$ cat config.mk
export PLATFORM = sky130hd
export DESIGN_NAME = alu_sequencer
export DESIGN_NICKNAME = d
export VERILOG_FILES = /design/src/rtl/alu_sequencer.sv
export SDC_FILE = /design/constraint.sdc
export NUM_CORES = 1
export LEC_CHECK = 0
export BUFFER_PORTS_ARGS = -buffer_cell sky130_fd_sc_hd__buf_2
export CAP_MARGIN = 20
export CORE_ASPECT_RATIO = 0.75
export CORE_MARGIN = 3
export CORE_UTILIZATION = 31
export DETAILED_ROUTE_END_ITERATION = 10
export PLACE_DENSITY = 0.59
export SYNTH_ARGS = -nofsm -noshare
export SYNTH_HDL_FRONTEND = slang
export SYNTH_SLANG_ARGS = --single-unit
export TNS_END_PERCENT = 20
$ cat constraint.sdc
create_clock -name clk -period 1.95 [get_ports clk]
set_input_delay 0 -clock clk [delete_from_list [all_inputs] [get_ports clk]]
set_output_delay 0 -clock clk [all_outputs]
set_load 0.02 [all_outputs]
$ cat src/rtl/alu_sequencer.sv
// Instruction sequencer for the ALU datapath: accepts one instruction word, reads the
// register file, drives the ALU, writes the result back and maintains the Z/N flags.
module alu_sequencer #(
    parameter int WORD_SIZE = 16,
    parameter int NUM_REGS  = 8,
    localparam int RADDR_W  = $clog2(NUM_REGS)
) (
    input  logic                 clk,
    input  logic                 rst,
    input  logic                 instr_valid,
    output logic                 instr_ready,
    input  logic [15:0]          instr,
    output logic [RADDR_W-1:0]   rf_ra_addr,
    output logic [RADDR_W-1:0]   rf_rb_addr,
    input  logic [WORD_SIZE-1:0] rf_ra_data,
    input  logic [WORD_SIZE-1:0] rf_rb_data,
    output logic [WORD_SIZE-1:0] alu_a,
    output logic [WORD_SIZE-1:0] alu_b,
    output logic [3:0]           alu_op,
    input  logic [WORD_SIZE-1:0] alu_out,
    output logic                 rf_we,
    output logic [RADDR_W-1:0]   rf_waddr,
    output logic [WORD_SIZE-1:0] rf_wdata,
    output logic                 flag_z,
    output logic                 flag_n,
    output logic                 illegal
);

    localparam logic [3:0] OP_ADD = 4'd0;
    localparam logic [3:0] OP_SUB = 4'd1;
    localparam logic [3:0] OP_LSL = 4'd2;
    localparam logic [3:0] OP_ASR = 4'd3;
    localparam logic [3:0] OP_LSR = 4'd4;
    localparam logic [3:0] OP_AND = 4'd5;
    localparam logic [3:0] OP_OR  = 4'd6;
    localparam logic [3:0] OP_XOR = 4'd7;
    localparam logic [3:0] OP_EQ  = 4'd8;

    typedef enum logic [1:0] {IDLE, READ, EXEC, WB} state_t;

    typedef struct packed {
        logic       legal;
        logic       wb;      // write result back to Rx
        logic       fl;      // update Z/N
        logic       zero_b;  // force operand b to zero
        logic [3:0] op;
    } dec_t;

    function automatic dec_t decode(input logic [4:0] opc);
        dec_t d;
        d = '{legal: 1'b1, wb: 1'b1, fl: 1'b1, zero_b: 1'b0, op: OP_ADD};
        case (opc)
            5'b00001: d.op = OP_ADD;
            5'b00011: d.op = OP_SUB;
            5'b00100: d.op = OP_AND;
            5'b00101: d.op = OP_OR;
            5'b00110: d.op = OP_XOR;
            5'b00111: begin d.op = OP_SUB; d.wb = 1'b0; end
            5'b01000: begin d.op = OP_OR; d.zero_b = 1'b1; d.fl = 1'b0; end
            5'b01001: d.op = OP_EQ;
            5'b11010: d.op = OP_LSL;
            5'b11011: d.op = OP_LSR;
            5'b11100: d.op = OP_ASR;
            default:  d.legal = 1'b0;
        endcase
        return d;
    endfunction

    state_t                 state_q, state_d;
    logic [4:0]             opc_q, opc_d;
    logic [RADDR_W-1:0]     rx_q, rx_d, ry_q, ry_d;
    logic [WORD_SIZE-1:0]   alu_a_q, alu_a_d, alu_b_q, alu_b_d;
    logic [3:0]             alu_op_q, alu_op_d;
    logic [WORD_SIZE-1:0]   result_q, result_d;
    logic                   flag_z_q, flag_z_d, flag_n_q, flag_n_d;
    logic                   illegal_q, illegal_d;
    dec_t                   in_dec, cur_dec;
    logic                   unused_bits;

    assign unused_bits = ^instr[4:0];
    assign in_dec      = decode(instr[15:11]);
    assign cur_dec     = decode(opc_q);

    always_ff @(posedge clk or posedge rst) begin
        if (rst) begin
            state_q   <= IDLE;
            opc_q     <= '0;
            rx_q      <= '0;
            ry_q      <= '0;
            alu_a_q   <= '0;
            alu_b_q   <= '0;
            alu_op_q  <= '0;
            result_q  <= '0;
            flag_z_q  <= 1'b0;
            flag_n_q  <= 1'b0;
            illegal_q <= 1'b0;
        end else begin
            state_q   <= state_d;
            opc_q     <= opc_d;
            rx_q      <= rx_d;
            ry_q      <= ry_d;
            alu_a_q   <= alu_a_d;
            alu_b_q   <= alu_b_d;
            alu_op_q  <= alu_op_d;
            result_q  <= result_d;
            flag_z_q  <= flag_z_d;
            flag_n_q  <= flag_n_d;
            illegal_q <= illegal_d;
        end
    end

    always_comb begin
        state_d     = state_q;
        opc_d       = opc_q;
        rx_d        = rx_q;
        ry_d        = ry_q;
        alu_a_d     = alu_a_q;
        alu_b_d     = alu_b_q;
        alu_op_d    = alu_op_q;
        result_d    = result_q;
        flag_z_d    = flag_z_q;
        flag_n_d    = flag_n_q;
        illegal_d   = 1'b0;
        instr_ready = 1'b0;
        rf_we       = 1'b0;
        case (state_q)
            IDLE: begin
                instr_ready = 1'b1;
                if (instr_valid) begin
                    opc_d = instr[15:11];
                    rx_d  = instr[8 +: RADDR_W];
                    ry_d  = instr[5 +: RADDR_W];
                    // Undefined opcodes are dropped here; the sequencer stays ready.
                    if (in_dec.legal) state_d = READ;
                    else              illegal_d = 1'b1;
                end
            end
            READ: begin
                alu_a_d  = rf_ra_data;
                alu_b_d  = cur_dec.zero_b ? '0 : rf_rb_data;
                alu_op_d = cur_dec.op;
                state_d  = EXEC;
            end
            EXEC: begin
                result_d = alu_out;
                state_d  = WB;
            end
            WB: begin
                rf_we = cur_dec.wb;
                if (cur_dec.fl) begin
                    flag_z_d = (result_q == '0);
                    flag_n_d = result_q[WORD_SIZE-1];
                end
                state_d = IDLE;
            end
            default: state_d = IDLE;
        endcase
    end

    assign rf_ra_addr = rx_q;
    assign rf_rb_addr = ry_q;
    assign alu_a      = alu_a_q;
    assign alu_b      = alu_b_q;
    assign alu_op     = alu_op_q;
    assign rf_waddr   = rx_q;
    assign rf_wdata   = result_q;
    assign flag_z     = flag_z_q;
    assign flag_n     = flag_n_q;
    assign illegal    = illegal_q;

endmodule

==> impl_metrics.env, run 1 <==
export IMPL_dieArea_mm2=0.0107
export IMPL_num_fill_cells=829
export IMPL_gr_total_overflow=0
export IMPL_status="completed"
export IMPL_setup_tns_ns=0
export IMPL_start_util=0.322
export IMPL_avgSynthCellArea_um2=12.7
export IMPL_yosysWarningCount=0
export IMPL_cp_slowest_stage_delay_ns=0.43
export IMPL_port_buffers=127
export IMPL_area_delta_synth_final_pct=55.5
export IMPL_ys_ff_latch=68
export IMPL_multi_input_area_mm2=0.00109
export IMPL_num_vias=2386
export IMPL_clockRootBuffer="clkbuf_16"
export IMPL_yosys_top_cells_area="dfrtp_1 58%, mux2_2 17%, o21ai_2 3.0%, inv_1 2.9%, nand2_2 2.1%"
export IMPL_fin_cells=552
export IMPL_ir_worst_vdd_v=0.000744
export IMPL_required_ns=2.15
export IMPL_startpoint_type="flop"
export IMPL_use_met2=0.228
export IMPL_seqCellArea_mm2=0.00170
export IMPL_worst_slew_pin_slew_ns=0.618
export IMPL_wl_per_cell_um=13.0
export IMPL_drv_cap=0
export IMPL_met1_usage=0.178
export IMPL_gr_usage_met3=0.0570
export IMPL_finalPower_mw=7.52
export IMPL_dpl_worst_slack_ns=0.194
export IMPL_ys_flop_type="dfrtp_1"
export IMPL_fin_crit_sh=0.877
export IMPL_drt_iter0_drc=84
export IMPL_finish_instance_area_mm2=0.00459
export IMPL_syn_nets=303
export IMPL_grt_max_degree=69
export IMPL_netlist_top_cells_count="68 x dfrtp_1, 44 x mux2_2, 23 x inv_1"
export IMPL_synth_cell_types=39
export IMPL_antenna_cells=0
export IMPL_placementRows=30
export IMPL_finalMaxSlewViolations=0
export IMPL_cts_tree="built"
export IMPL_cp_end_kind="flop"
export IMPL_numCtsBuffers=9
export IMPL_p_leak_nw=2.21
export IMPL_path_cells="inv_1 -> ha_1 -> nand2_1 -> mux2_2"
export IMPL_crit_slowest_cell="nand2_1"
export IMPL_finalClockSkew_ns=0.00576
export IMPL_worstPathMaxFanout=14
export IMPL_finalHoldViolCount=0
export IMPL_drive_above_1_share=0.500
export IMPL_cp_arrival_ns=1.91
export IMPL_nets=492
export IMPL_gp_congestion=0.727
export IMPL_yosysTopAreaCell="dfrtp_1"
export IMPL_gr_max_usage_layer="met2"
export IMPL_insertion_delay_ns=0.32
export IMPL_core_region_area_mm2=0.00916
export IMPL_antenna_found_initial=0
export IMPL_clkSinkCount=68
export IMPL_viasPerCell=4.32
export IMPL_post_route_util=0.501
export IMPL_fmax_ghz=0.585
export IMPL_grt_first_pass_wirelength_mm=12.4
export IMPL_drc=0
export IMPL_htree_levels=3
export IMPL_clk_pin_slew_ns=0.05
export IMPL_hold_class="in -> reg"
export IMPL_path_buf_inv=1
export IMPL_die_x_um=119
export IMPL_maxSlewHeadroom=0.587
export IMPL_grt_use_total=0.144
export IMPL_synthCells=232
export IMPL_synth_async_reset_ratio=1.00
export IMPL_yosysSeqAreaShare=0.576
export IMPL_period_minus_slack_ns=1.71
export IMPL_yosysTopAreaCellShare=0.576
export IMPL_holdWs_ns=0.264
export IMPL_place_area_mm2=0.00371
export IMPL_drtAntennaViolNets=0
export IMPL_rsz0062_at_grt="no"
export IMPL_cts_setup_buffers=0
export IMPL_synth_edf_count=0
export IMPL_setup_viol=0
export IMPL_critPathTopFamily="simple AND/OR/NAND/NOR gates"
export IMPL_setup_slack_ns=0.239
export IMPL_clk_path_buf_depth=2
export IMPL_grt_pass1_vias=2552
export IMPL_pwr_density_cell_mw_per_mm2=1640
export IMPL_crit_type="reg -> reg"
export IMPL_ios=133
export IMPL_synth_most_common_cell="dfrtp_1"
export IMPL_drt_pass1_iterations=4
export IMPL_placed_cells=478
export IMPL_die_h_um=90.5
export IMPL_netlist_area_mm2=0.00295
export IMPL_dp_hpwl_mm=4.54
export IMPL_wirelength_mm=7.17
-- where the power goes --
part	total (mW)	switching (mW)	internal [mW]
Sequential	2.58	0.465	2.11
Clock	1.50	0.534	0.970
Combinational	3.44	1.96	1.48
-- final cells by class --
type / instances / share of cell area
Sequential cell: 68 / 0.371
Clock buffer: 11 / 0.0507
Tap cell: 128 / 0.0349
Inverter: 23 / 0.0188
Timing Repair Buffer: 191 / 0.279
Clock inverter: 3 / 0.00872
Multi-Input combinational cell: 128 / 0.238
-- flip-flops by register name, summed over array words and instances (netlist names) --
name	count
alu_a	16
flag_n	1
illegal	1
opc_q	5
alu_b	16
rf_wdata	16
alu_op	4
state_q	2
rf_ra_addr	3
rf_rb_addr	3
flag_z	1
-- layer usage --
layer / routed length, µm / share of wire
met1: 3200 / 0.45
met2: 3340 / 0.47
met3: 507 / 0.071
met4: 122 / 0.017
met5: 0 / 0
-- cell families after synthesis --
logic type               synth area share
flip-flops                          0.576
AO/OA/AOI/OAI                      0.0852
buffers and inverters              0.0576
multiplexers                        0.179
AND/OR/NAND/NOR                    0.0822
XOR/XNOR                          0.00297
adder cells (fa/ha/maj)            0.0169
-- worst paths after layout --
kind | from | to | slack (ns) | cells past startpoint
min reg2reg | flag_n | flag_n | 0.49 | 1
min in group asynchronous | rst | rf_wdata[10] | 0.28 | 4
max | state_q[0] | rf_ra_addr[1] | 0.24 | 4
max in group asynchronous | rst | alu_b[3] | 1.33 | 4
max reg2reg | state_q[0] | rf_ra_addr[1] | 0.24 | 4
min | instr_valid | state_q[1] | 0.26 | 4
-- worst register-to-register path, cell delays in order, from the launching register on --
cell,delay [ns]
dfrtp_1,0.40
inv_1,0.08
ha_1,0.26
nand2_1,0.43
mux2_2,0.41
-- placed cells by master (no fill, tap or decap), types with 2 or more instances in the layout --
cell           netlist  layout
nor4_1               4       4
a21oi_1              2       2
mux2_1               2       2
buf_2                7     127
dfrtp_1             68      68
o21ai_2             10      10
o21ai_0              3       3
clkbuf_16            0       9
inv_1               23      22
dlygate4sd3_1        0      60
nand2_1             13      13
a21bo_1              2       2
o21ai_1              6       6
clkinv_2             0       2
buf_4                3       3
ha_1                 4       3
clkbuf_1             1       2
mux2_2              44      44
nor2_1               2       2
nor2b_1              4       4
nand3_1              2       2
nand2_2             10      10
o21bai_1             2       2
-- timing repair --
| action | in CTS | in global routing |
|---|---|---|
| hold buffers | 60 | 0 |
| endpoints found under the setup margin | 0 | 2 |
| endpoints found under the hold margin | 127 | 0 |
| resized for setup | 0 | 1 |
(Power assumes the default switching activity.)
==> inputs of run 2 (changes only) <==
CAP_MARGIN = 0   (was 20)
PLACE_DENSITY = 0.58   (was 0.59)
TNS_END_PERCENT = 100   (was 20)
==> run 2 against run 1 <==
Non-clock buffer count rose by 2. Largest power group unchanged. Clock power rose by 8%. Routed wire length grew 0.25%. Hold slack worse by 0.16 ns.
==> impl_metrics.env, run 2 (same netlist as run 1, synthesis figures left out) <==
export IMPL_maxSlewHeadroom=0.331
export IMPL_cts_setup_buffers=0
export IMPL_insertion_delay_ns=0.32
export IMPL_cts_tree="built"
export IMPL_cts_hold_buf=60
export IMPL_worstReg2RegEnd="alu_b[13]"
export IMPL_antenna_cells=0
export IMPL_clockRootBuffer="clkbuf_16"
export IMPL_status="completed"
export IMPL_viasPerCell=4.35
export IMPL_nets=494
export IMPL_die_x_um=119
export IMPL_fmax_ghz=0.579
export IMPL_grt_use_total=0.140
export IMPL_min_to="opc_q[3]"
export IMPL_r2r_start="state_q[1]"
export IMPL_setup_viol=0
export IMPL_clk_path_buf_depth=2
export IMPL_core_region_area_mm2=0.00916
export IMPL_finalClockSkew_ns=0.00290
export IMPL_startpoint_type="flop"
export IMPL_cp_end_kind="flop"
export IMPL_ir_worst_vdd_v=0.000833
export IMPL_path_cells="inv_1 -> ha_2 -> a21boi_2 -> nand2_1 -> o21ai_1"
export IMPL_worstPathMaxFanout=16
export IMPL_pwr_density_cell_mw_per_mm2=1650
export IMPL_finalMaxSlewViolations=0
export IMPL_setup_tns_ns=0
export IMPL_area_delta_synth_final_pct=56.8
export IMPL_drv_cap=0
export IMPL_p_leak_nw=2.23
export IMPL_mostFrequentLayoutCells="127 x buf_2, 68 x dfrtp_1, 60 x dlygate4sd3_1, 44 x mux2_2, 22 x inv_1"
export IMPL_reg2reg_slack_ns=0.22
export IMPL_grt_first_pass_wirelength_mm=12.0
export IMPL_cp_slowest_stage_delay_ns=0.76
export IMPL_grt_pass1_vias=2449
export IMPL_cp_arrival_ns=1.98
export IMPL_required_ns=2.20
export IMPL_rsz0062_at_grt="no"
export IMPL_drive_above_1_share=0.507
export IMPL_gp_congestion=0.687
export IMPL_final_common_cell="buf_2"
export IMPL_worstHoldPathCells=4
export IMPL_drt_pass1_iterations=5
export IMPL_placed_cells=480
export IMPL_fin_crit_sh=0.886
export IMPL_drtAntennaViolNets=0
export IMPL_crit_slowest_cell="a21boi_2"
export IMPL_die_h_um=90.5
export IMPL_worst_slew_pin_slew_ns=0.998
export IMPL_num_fill_cells=838
export IMPL_crit_type="reg -> reg"
export IMPL_period_minus_slack_ns=1.73
export IMPL_clkSinkCount=68
export IMPL_path_buf_inv=1
export IMPL_placementRows=30
export IMPL_grt_max_degree=45
export IMPL_dp_hpwl_mm=4.68
export IMPL_drt_iter0_drc=92
export IMPL_wl_per_cell_um=12.9
export IMPL_clk_pin_slew_ns=0.05
export IMPL_numCtsBuffers=9
export IMPL_hold_class="in -> reg"
export IMPL_num_vias=2417
export IMPL_cts_resized=0
export IMPL_gr_total_overflow=0
export IMPL_worst_r2r_path_depth=5
export IMPL_start_util=0.322
export IMPL_drc=0
export IMPL_htree_levels=3
export IMPL_finalHoldViolCount=0
export IMPL_fin_cells=556
export IMPL_wirelength_mm=7.19
export IMPL_ios=133
export IMPL_critPathTopFamily="compound AO/OA/AOI/OAI gates"
export IMPL_dieArea_mm2=0.0107
export IMPL_antenna_found_initial=0
export IMPL_min_delay_start="instr_valid"
export IMPL_port_buffers=127
-- run 2: cell count changes in the layout (fill, tap and decap cells not counted), sizes merged --
cell,change
clkbuf,+1
clkinvlp,+1
buf,+2
-- run 2: tightest hold or removal path, cell delays in order --
cell	delay, ns
buf_2	0.10
nand2_1	0.08
buf_4	0.14
o21ai_0	0.07
-- run 2: routing by layer --
metal / vias up / wire, µm / global-route usage
met5: - / 0 / 0
met4: 0 / 97 / 0.0463
met3: 11 / 455 / 0.0507
met2: 83 / 3400 / 0.225
met1: 1152 / 3240 / 0.176
li1: 1171 / - / -
-- run 2: stage by stage --
stage | power (mW) | util | area [µm²] | hold slack (ns) | setup slack, ns
after floorplan | 4.95 | - | 2950 | 0.103 | 0.238
after global placement | 5.89 | 0.407 | 3720 | 0.0832 | 0.238
after detailed placement | 5.98 | 0.407 | 3720 | 0.0861 | 0.212
after CTS | 7.73 | 0.505 | 4630 | 0.0965 | 0.197
after global routing | 8.14 | 0.505 | 4630 | 0.116 | 0.0625
final | 7.62 | 0.505 | 4630 | 0.109 | 0.223
-- run 2: final cells by class --
type	instances	area (µm²)	area share
flip-flops and latches	68	1700	0.368
inverters	23	86.3	0.0186
clock inverters	4	47.5	0.0103
multi-input cells	128	1080	0.234
repair buffers	193	1290	0.279
well taps	128	160	0.0346
clock buffers	12	256	0.0554
-- run 2: worst max path at each step --
stage,startpoint,end,slack (ns),cells after the start
2_1_floorplan,rst,alu_a[0],0.24,1
3_3_place_gp,state_q[1],alu_b[11],0.24,5
3_5_place_dp,state_q[1],alu_b[13],0.21,5
4_1_cts,state_q[1],alu_b[13],0.20,5
5_1_grt,state_q[1],alu_b[13],0.06,5
6_report,state_q[1],alu_b[13],0.22,5
-- run 2: report_power, final --
part	switching, mW	internal (mW)	leakage (nW)	total [mW]
Clock	0.564	1.05	0.149	1.62
Sequential	0.453	2.11	0.815	2.57
Combinational	1.95	1.49	1.26	3.43
Total	2.96	4.66	2.23	7.62
==> inputs of run 3 (changes only) <==
CTS_BUF_LIST = sky130_fd_sc_hd__clkbuf_4   (was unset)
==> run 3 against run 2 <==
Final cell count is 0.36% higher. Clock skew up 0.0050 ns. Clock power is 46% lower. Utilization is 1.7 points lower. Routed wire length about the same. Critical path type unchanged. Critical endpoint is now opc_q[3]. Largest power group unchanged.
==> impl_metrics.env, run 3 (same netlist as run 1, synthesis figures left out) <==
export IMPL_status="completed"
export IMPL_gp_congestion=0.687
export IMPL_fmax_ghz=0.550
export IMPL_cts_resized=0
export IMPL_maxSlewHeadroom=0.334
export IMPL_mostFrequentLayoutCells="127 x buf_2, 68 x dfrtp_1, 62 x dlygate4sd3_1, 44 x mux2_2, 22 x inv_1"
export IMPL_fin_crit_sh=0.932
export IMPL_cts_hold_buf=62
export IMPL_finalMaxSlewViolations=0
export IMPL_core_region_area_mm2=0.00916
export IMPL_clockRootBuffer="clkbuf_4"
export IMPL_dpl_worst_slack_ns=0.212
export IMPL_setup_slack_ns=0.133
export IMPL_drive_above_1_share=0.502
export IMPL_num_vias=2404
export IMPL_cpMostUsedCell="nand2_1"
export IMPL_wl_per_cell_um=12.9
export IMPL_p_leak_nw=2.16
export IMPL_dieArea_mm2=0.0107
export IMPL_grt_pass1_vias=2463
export IMPL_holdWs_ns=0.202
export IMPL_cp_slowest_stage_delay_ns=0.55
export IMPL_path_cells="inv_1 -> ha_1 -> nand2_1 -> buf_4 -> nand2_1 -> o21ai_0 -> dlygate4sd3_1"
export IMPL_htree_levels=3
export IMPL_clkSinkCount=68
export IMPL_rsz0062_at_grt="no"
export IMPL_drt_pass1_iterations=4
export IMPL_die_x_um=119
export IMPL_placementRows=30
export IMPL_worstPathMaxFanout=6
export IMPL_worst_slew_pin_slew_ns=0.994
export IMPL_port_buffers=127
export IMPL_cp_arrival_ns=2.11
export IMPL_ios=133
export IMPL_period_minus_slack_ns=1.82
export IMPL_crit_slowest_cell="dlygate4sd3_1"
export IMPL_antenna_found_initial=0
export IMPL_cp_end_kind="flop"
export IMPL_grt_use_total=0.139
export IMPL_finalPower_mw=6.88
export IMPL_clk_path_buf_depth=2
export IMPL_nets=496
export IMPL_dp_hpwl_mm=4.68
export IMPL_die_h_um=90.5
export IMPL_startpoint_type="flop"
export IMPL_grt_max_degree=45
export IMPL_numCtsBuffers=9
export IMPL_insertion_delay_ns=0.40
export IMPL_clk_pin_slew_ns=0.10
export IMPL_required_ns=2.24
export IMPL_finish_instance_area_mm2=0.00448
export IMPL_antenna_cells=0
export IMPL_viasPerCell=4.31
export IMPL_drtAntennaViolNets=0
export IMPL_crit_type="reg -> reg"
export IMPL_drc=0
export IMPL_finalHoldViolCount=0
export IMPL_finalClockSkew_ns=0.00789
export IMPL_cts_setup_buffers=0
export IMPL_pwr_density_cell_mw_per_mm2=1540
export IMPL_setup_viol=0
export IMPL_gr_total_overflow=0
export IMPL_drv_cap=0
export IMPL_cts_tree="built"
export IMPL_hold_class="in -> async"
export IMPL_ir_worst_vdd_v=0.000753
export IMPL_place_area_mm2=0.00372
export IMPL_area_delta_synth_final_pct=51.6
export IMPL_drt_iter0_drc=89
export IMPL_setup_tns_ns=0
export IMPL_final_common_cell="buf_2"
export IMPL_grt_first_pass_wirelength_mm=12.0
export IMPL_wirelength_mm=7.19
export IMPL_start_util=0.322
run 3: stage by stage:
| stage | utilization | cells |
|---|---|---|
| detailed placement | 0.407 | 480 |
| global route | 0.489 | 558 |
| CTS | 0.489 | 558 |
| global placement | 0.407 | 480 |
| finish | 0.489 | 558 |
| floorplan | - | 232 |
run 3: area by class of cell:
class / count / area, µm²
Fill cell: 854 / 4680
Clock inverter: 6 / 55.1
Multi-Input combinational cell: 128 / 1080
Inverter: 23 / 86.3
Sequential cell: 68 / 1700
Clock buffer: 10 / 75.1
Timing Repair Buffer: 195 / 1310
Tap cell: 128 / 160
run 3: power by group:
group,switching [mW],internal [mW]
logic,1.95,1.50
clock network,0.476,0.393
registers,0.455,2.10
total,2.88,4.00
run 3: final timing paths:
kind,start,end,slack [ns],depth (start not counted)
max,state_q[0],opc_q[3],0.13,7
min,rst,rf_wdata[0],0.20,3
max reg2reg,state_q[0],opc_q[3],0.13,7
min reg2reg,flag_z,flag_z,0.49,2
max in group asynchronous,rst,alu_b[11],1.11,4
min in group clk,rf_rb_data[5],alu_b[5],0.32,4
run 3: critical path, delay by kind of cell, from the launching register on:
kind | cells | cell delay, ns
AO/OA/AOI/OAI | 1 | 0.06
adder cells (fa/ha/maj) | 1 | 0.26
buffers and inverters | 3 | 0.81
flip-flops | 1 | 0.43
AND/OR/NAND/NOR | 2 | 0.16
run 3: metal layers:
metal,GRT usage,up-vias,share of wire
li1,-,1174,-
met1,0.174,1147,0.45
met2,0.228,77,0.48
met3,0.0614,6,0.065
met4,0.0231,0,0.0070
met5,0,-,0
